<file path="src/rtl/onehot_seq_pkg.sv">
// onehot_seq_pkg: shared types and reference one-hot helper for the sequenced decoder
package onehot_seq_pkg;
  localparam int MAX_SEL_W = 6;
  typedef enum logic {MODE_DIRECT, MODE_SWEEP} mode_e;
  typedef enum logic {S_IDLE, S_EMIT} state_e;
  function automatic logic [2**MAX_SEL_W-1:0] onehot_f(input logic [MAX_SEL_W-1:0] idx);
    return {{(2**MAX_SEL_W-1){1'b0}}, 1'b1} << idx;
  endfunction
endpackage

</file>
<file path="src/rtl/onehot_seq_decoder_dec.sv">
// onehot_dec: combinational index-to-one-hot decoder, all zeros when disabled
module onehot_dec #(
  parameter int SEL_W = 3
) (
  input  logic                  en_i,
  input  logic [SEL_W-1:0]      idx_i,
  output logic [2**SEL_W-1:0]   onehot_o
);
  localparam int OUT_W = 2**SEL_W;
  assign onehot_o = en_i ? {{(OUT_W-1){1'b0}}, 1'b1} << idx_i : '0;
endmodule

</file>
<file path="src/rtl/onehot_seq_decoder.sv">
// onehot_seq_decoder: registered one-hot decoder with direct and wrapping sweep modes
module onehot_seq_decoder
  import onehot_seq_pkg::*;
#(
  parameter int SEL_W = 3
) (
  input  logic                clk,
  input  logic                rst_n,
  input  logic                in_valid_i,
  output logic                in_ready_o,
  input  logic                in_mode_i,
  input  logic [SEL_W-1:0]    in_sel_i,
  input  logic [SEL_W-1:0]    in_count_i,
  output logic                out_valid_o,
  input  logic                out_ready_i,
  output logic [2**SEL_W-1:0] out_onehot_o,
  output logic [SEL_W-1:0]    out_index_o,
  output logic                out_last_o
);
  localparam int OUT_W = 2**SEL_W;
  state_e           state_q, state_d;
  logic [SEL_W-1:0] idx_q, idx_d, rem_q, rem_d;
  logic [OUT_W-1:0] onehot_q, onehot_d;
  logic             last_q, last_d, accept, step, done, sweep;
  always_ff @(posedge clk or negedge rst_n)
    if (!rst_n) state_q <= S_IDLE;
    else        state_q <= state_d;
  always_comb begin
    sweep   = mode_e'(in_mode_i) == MODE_SWEEP;
    accept  = in_valid_i && in_ready_o;
    step    = out_valid_o && out_ready_i && !last_q;
    done    = out_valid_o && out_ready_i && last_q;
    state_d = accept ? S_EMIT : done ? S_IDLE : state_q;
    idx_d   = accept ? in_sel_i : step ? idx_q + SEL_W'(1) : idx_q;
    rem_d   = accept ? (sweep ? in_count_i : '0) : step ? rem_q - SEL_W'(1) : rem_q;
    last_d  = accept ? (!sweep || in_count_i == '0) : step ? rem_q == SEL_W'(1) : last_q;
  end
  always_comb begin
    out_valid_o  = state_q == S_EMIT;
    in_ready_o   = !out_valid_o || (out_ready_i && last_q);
    out_onehot_o = onehot_q;
    out_index_o  = idx_q;
    out_last_o   = last_q;
  end
  // decode the next index so the output register holds a ready-made word
  onehot_dec #(.SEL_W(SEL_W)) u_dec (
    .en_i    (state_d == S_EMIT),
    .idx_i   (idx_d),
    .onehot_o(onehot_d)
  );
  always_ff @(posedge clk or negedge rst_n)
    if (!rst_n) begin
      idx_q    <= '0;
      rem_q    <= '0;
      last_q   <= 1'b0;
      onehot_q <= '0;
    end else begin
      idx_q    <= idx_d;
      rem_q    <= rem_d;
      last_q   <= last_d;
      onehot_q <= onehot_d;
    end
  a_onehot: assert property (@(posedge clk) disable iff (!rst_n)
    out_onehot_o == (out_valid_o ? OUT_W'(onehot_f(MAX_SEL_W'(out_index_o))) : '0));
endmodule

</file>
<file path="config.mk">
export PLATFORM = sky130hd
export DESIGN_NAME = onehot_seq_decoder
export DESIGN_NICKNAME = d
export VERILOG_FILES = /design/src/rtl/onehot_seq_pkg.sv /design/src/rtl/onehot_seq_decoder_dec.sv /design/src/rtl/onehot_seq_decoder.sv
export SDC_FILE = /design/constraint.sdc
export NUM_CORES = 1
export LEC_CHECK = 0
export ABC_AREA = 1
export BUFFER_PORTS_ARGS = -buffer_cell sky130_fd_sc_hd__buf_2
export CORE_MARGIN = 4
export CORE_UTILIZATION = 45
export DETAILED_ROUTE_END_ITERATION = 10
export PLACE_DENSITY = 0.73
export SLEW_MARGIN = 20
export SYNTH_ARGS = -nofsm -noshare
export SYNTH_HDL_FRONTEND = slang
export SYNTH_SLANG_ARGS = --single-unit
</file>
<file path="constraint.sdc">
create_clock -name clk -period 1.2 [get_ports clk]
set_input_delay 0.06 -clock clk [delete_from_list [all_inputs] [get_ports clk]]
set_output_delay 0.06 -clock clk [all_outputs]
set_load 0.01 [all_outputs]
</file>
## Yosys cells after proc, flatten, opt, wreduce, memory -nomap -nowiden

Cells that the tools add are included.

- Flip-flop bits (word level): 16
- Input bits: 11
- Output and inout bits: 14
- Word-level logic and storage cells: 31

- Add/subtract/negate cells: 2
- Equality and inequality tests: 1
- Shifts and indexed selects: 1
- Multiplexer cells: 10
- Reductions and logical operators: 12

Operator list:

| operator | count |
|---|---|
| 3-bit 2-to-1 mux | 5 |
| 8-bit 2-to-1 mux | 1 |
| 1-bit by 3-bit left shift with 8-bit output (first input constant) | 1 |
| 1-bit logical AND | 5 |
| 1-bit 2-to-1 mux | 4 |
| 3-bit by 1-bit adder with 3-bit output (second input constant) | 1 |
| 3-bit by 1-bit equality test with 1-bit output (second input constant) | 1 |
| 1-bit logical NOT | 3 |
| 3-bit logical NOT | 1 |
| 3-bit by 1-bit subtractor with 3-bit output (second input constant) | 1 |
| 1-bit logical OR | 2 |
| 2-bit nonzero test | 1 |

## Logic depth before layout (Yosys ltp)

- Depth after elaboration: 6
- Gate-level depth with buffers: 8
- Depth with buffers taken out: 8

## Cells and area by module

A second synthesis with hierarchy kept.

- Cell total of the unflattened synthesis: 101
- Area total of the unflattened synthesis: 785.8 um^2

Modules (own cells, without submodules):

| module | times used | cells an instance | area each (um^2) | seq. area each (um^2) |
|---|---|---|---|---|
| onehot_seq_decoder | 1 | 84 | 721.9 | 400.4 |
| onehot_dec | 1 | 17 | 63.8 | 0.0 |

## Least setup slack after synthesis

No wires, ideal clock.

- Path type: flip-flop to flip-flop
- Start point: register last_q (netlist: out_last_o)
- End point: register onehot_q[4] (netlist: out_onehot_o[4])
- Setup time: 117 ps
- Arrival time: 1134 ps
- Slack: -52 ps
- Cell stages (with the launch flop): 7
- Clock period less this slack: 1252 ps
- Path through: dfrtp_1 nand2_2 nand2_4 nand2_4 or2_2 nand3_2 nor2_1

- Cells in the longest elaborated chain, start to end: 6
- Elaborated cells between the ends (all ways): 12
- Those cells by class: 1 x shift; 5 x mux; 6 x reduce/logical

RTL lines:

| element | line | source |
|---|---|---|
| start, declared | onehot_seq_decoder.sv:24 | `logic last_q, last_d, accept, step, done, sweep;` |
| start signal, assigned | onehot_seq_decoder.sv:60 | `last_q <= last_d;` |
| 1-bit logical AND (*) | onehot_seq_decoder.sv:40 | `in_ready_o = !out_valid_o \|\| (out_ready_i && last_q);` |
| 1-bit logical OR (*) | onehot_seq_decoder.sv:40 |  |
| named net in_ready_o | onehot_seq_decoder.sv:10 | `output logic in_ready_o,` |
| 1-bit logical AND (*) | onehot_seq_decoder.sv:30 | `accept = in_valid_i && in_ready_o;` |
| 3-bit 2-to-1 mux | onehot_seq_decoder.sv:34 | `idx_d = accept ? in_sel_i : step ? idx_q + SEL_W'(1) : idx_q;` |
| 1-bit by 3-bit left shift with 8-bit output | onehot_seq_decoder_dec.sv:10 | `assign onehot_o = en_i ? {{(OUT_W-1){1'b0}}, 1'b1} << idx_i : '0;` |
| 8-bit 2-to-1 mux (*) | onehot_seq_decoder_dec.sv:10 |  |
| named net onehot_d[4] | onehot_seq_decoder.sv:23 | `logic [OUT_W-1:0] onehot_q, onehot_d;` |
| end signal, assigned | onehot_seq_decoder.sv:61 | `onehot_q <= onehot_d;` |
| end, declared | onehot_seq_decoder.sv:23 |  |

The timed path passes the listed nets; every way through them passes the cells marked *.
A chain may end at the register's enable or synchronous reset.

## Final worst setup path

- Start point: register last_q (netlist: out_last_o)
- End point: register onehot_q[6] (netlist: out_onehot_o[6])

- Cells in the longest elaborated chain, start to end: 6
- Elaborated cells between the ends (all ways): 12
- Those cells by class: 1 x shift; 5 x mux; 6 x reduce/logical

RTL lines:

| element | line |
|---|---|
| 1-bit logical NOT or 1-bit logical AND (tied branches) | onehot_seq_decoder.sv:31, onehot_seq_decoder.sv:40 |
| 1-bit logical AND or 1-bit logical OR (tied branches) | onehot_seq_decoder.sv:31, onehot_seq_decoder.sv:40 |
| 3-bit 2-to-1 mux or 1-bit logical AND (tied branches) | onehot_seq_decoder.sv:34, onehot_seq_decoder.sv:30 |
| 3-bit 2-to-1 mux | onehot_seq_decoder.sv:34 |
| 1-bit by 3-bit left shift with 8-bit output | onehot_seq_decoder_dec.sv:10 |
| 8-bit 2-to-1 mux (*) | onehot_seq_decoder_dec.sv:10 |
| named net onehot_d[6] | onehot_seq_decoder.sv:23 |

Marked as above.

==> impl_metrics.tcl <==
set metrics [dict create \
    clk_latency_ns 0.29 \
    numCtsBuffers 3 \
    status "finished with violations" \
    nFillCells 145 \
    clk_path_buf_depth 2 \
    hp-class "input port to flip-flop" \
    core_area_um2 1783 \
    endpoint_kind "flip-flop" \
    cp_max_fo 5 \
    route.detailed.drc 0 \
    p_leak_nw 0.6836 \
    syn_inst 106 \
    vias 823 \
    finClkSkew_ns 0.006310 \
    antenna_cells 0 \
    viasPerCell 4.757 \
    stdcell_area_um2 1285 \
    dpl.hpwl_um 1594 \
    seqCellArea_um2 402.9 \
    routed_wl_um 2263 \
    die_y_um 52.09 \
    multi_input_area_um2 514.2 \
    slew_violations 0 \
    grt_first_pass_wirelength_um 3608 \
    synth_top_area_cell "dfrtp_1" \
    clock-sinks 16 \
    avgSynthCellArea_um2 8.251 \
    critical_path_required_ns 1.42 \
    rows 15 \
    seq_area_frac_synth_pct 45.78 \
    ys_ff_latch 16 \
    antenna_found_initial 0 \
    violations "negative setup slack" \
    synthDistinctLibCells 18 \
    nets 163 \
    drtAntennaViolNets 0 \
    critPathKind "flip-flop to flip-flop" \
    place.port_buffers 24 \
    grt_max_degree 17 \
    yosysWarnings 0 \
    cts.clk_slew.worst_paths_ns 0.10 \
    cts_tree "built" \
    relSlewSlack_pct 75.53 \
    drive_gt1_share_pct 51.35 \
    synthToLayoutAreaGrowth_pct 46.92 \
    htreeDepth 1 \
    globalRouteOverflowTotal 0 \
    cp.arrival_ns 1.45 \
    irDropWorstVdd_mv 1.381 \
    root_buffer "clkbuf_4" \
    drt-pass1-iter-count 4 \
    final_common_cell "buf_2" \
    post-route-util_pct 72.07 \
    design.die.area_um2 2713 \
    worstMarginPinSlew_ns 0.3671 \
    fin_crit_ns 1.229 \
    yosys.area.top_type_share_pct 45.78 \
    wire_per_inst_um 13.08 \
    setup_ws_ns -0.02948 \
    pre_cts_ws_ns -0.08172 \
    gr-usage-all-layers_pct 18.50 \
    power_per_cell_area_nw_per_um2 2780 \
    ios 25 \
    rsz0062_at_grt "true" \
    syn_nets 120 \
    start_util_pct 49.05 \
    die_x_um 52.09 \
    synth_area_leaders "dfrtp_1, nand2_1, nand3_2, inv_1, nand3_1" \
    maxCapViolations 0 \
    place_area_um2 1091 \
    globalplace.congestion 0.7966 \
    grt_pass1_vias 797 \
    startpoint_type "flip-flop" \
    netlist_area_um2 874.6 \
    setup_viol 9 \
    fin_crit_sh_pct 102.5 \
    drt_iter0_drc 19 \
    final_cell_mix "buf_2, nand2_1, nand2_2" \
    hold_violations 0 \
    max_freq_ghz 0.8134 \
]
[cells by family after synthesis]
logic type      share of synthesized area (%)
compound gates                          4.721
xor+xnor                                1.002
flops                                   45.78
buf+inv                                 7.009
fa+ha+maj                               4.292
simple gates                            37.20
[registers in the layout, summed over array words and instances (netlist names)]
register	cells
out_index_o	3
out_onehot_o	8
out_last_o	1
rem_q	3
out_valid_o	1
[layout make-up]
type	instances	share of cell area, %
Clock buffer	4	2.824
Inverter	13	4.187
Sequential cell	16	31.35
Timing Repair Buffer	39	19.18
Multi-Input combinational cell	76	40.02
Tap cell	25	2.434
[power breakdown]
part           switching [W]  total (W)  internal [W]
clock               0.000170   0.000355      0.000185
sequential          0.000179   0.000962      0.000782
combinational        0.00128    0.00226      0.000981
total                0.00162    0.00357       0.00195
[Yosys cell counts (all sizes together)]
master and number:
clkinv 1, ha 3, buf 1, nand3 13
o21ai 4, nand4 2, a31oi 1, o211ai 2
nand2 39, xor2 1, nor2 10, inv 12
or2 1, dfrtp 16
[path summary, 6_finish.rpt]
kind	start	to	depth (start not counted)	slack (ns)
setup / recovery	out_last_o	out_onehot_o[6]	6	-0.03
hold / removal	in_count_i[1]	rem_q[1]	3	0.03
setup reg to reg	out_last_o	out_onehot_o[6]	6	-0.03
hold reg to reg	rem_q[1]	rem_q[1]	2	0.54
max in group asynchronous	rst_n	out_valid_o	2	0.71
min in group asynchronous	rst_n	rem_q[2]	2	0.20
[routing by layer]
layer  part of all wire [%]  track usage [%]
met1                     40            21.04
met2                     56            34.52
met3                    4.7            6.017
met4                      0            1.310
met5                      0                0
[metrics by stage]
stage                     cells  total power, W  hold slack, ns  setup TNS, ns
after floorplan             106        0.002019         -0.2356              0
after global placement      164        0.002627       -0.005500        -0.3631
after detailed placement    164        0.002671       -0.005563        -0.5207
after CTS                   171        0.003302         0.02613      -0.009180
after global routing        173        0.003888         0.04273        -0.8751
final                       173        0.003573         0.03280        -0.1524
[critical path, cell delays in order, from the launching register on]
cell and delay (ns):
dfrtp_2 0.44, buf_6 0.13, nor2_4 0.18, nand2_2 0.10, nand3_4 0.08, nand3_4 0.11, nor2_1 0.11
[what timing repair did]
| item | CTS | global route |
|---|---|---|
| hold buffers | 1 | 0 |
| hold endpoints to repair | 16 | 0 |
| gates resized for setup | 15 | 17 |
| endpoints found under the setup margin | 9 | 11 |
| pin swaps | 9 | 7 |
| setup buffers | 2 | 2 |
No activity file was read; power rests on OpenSTA's default activity.
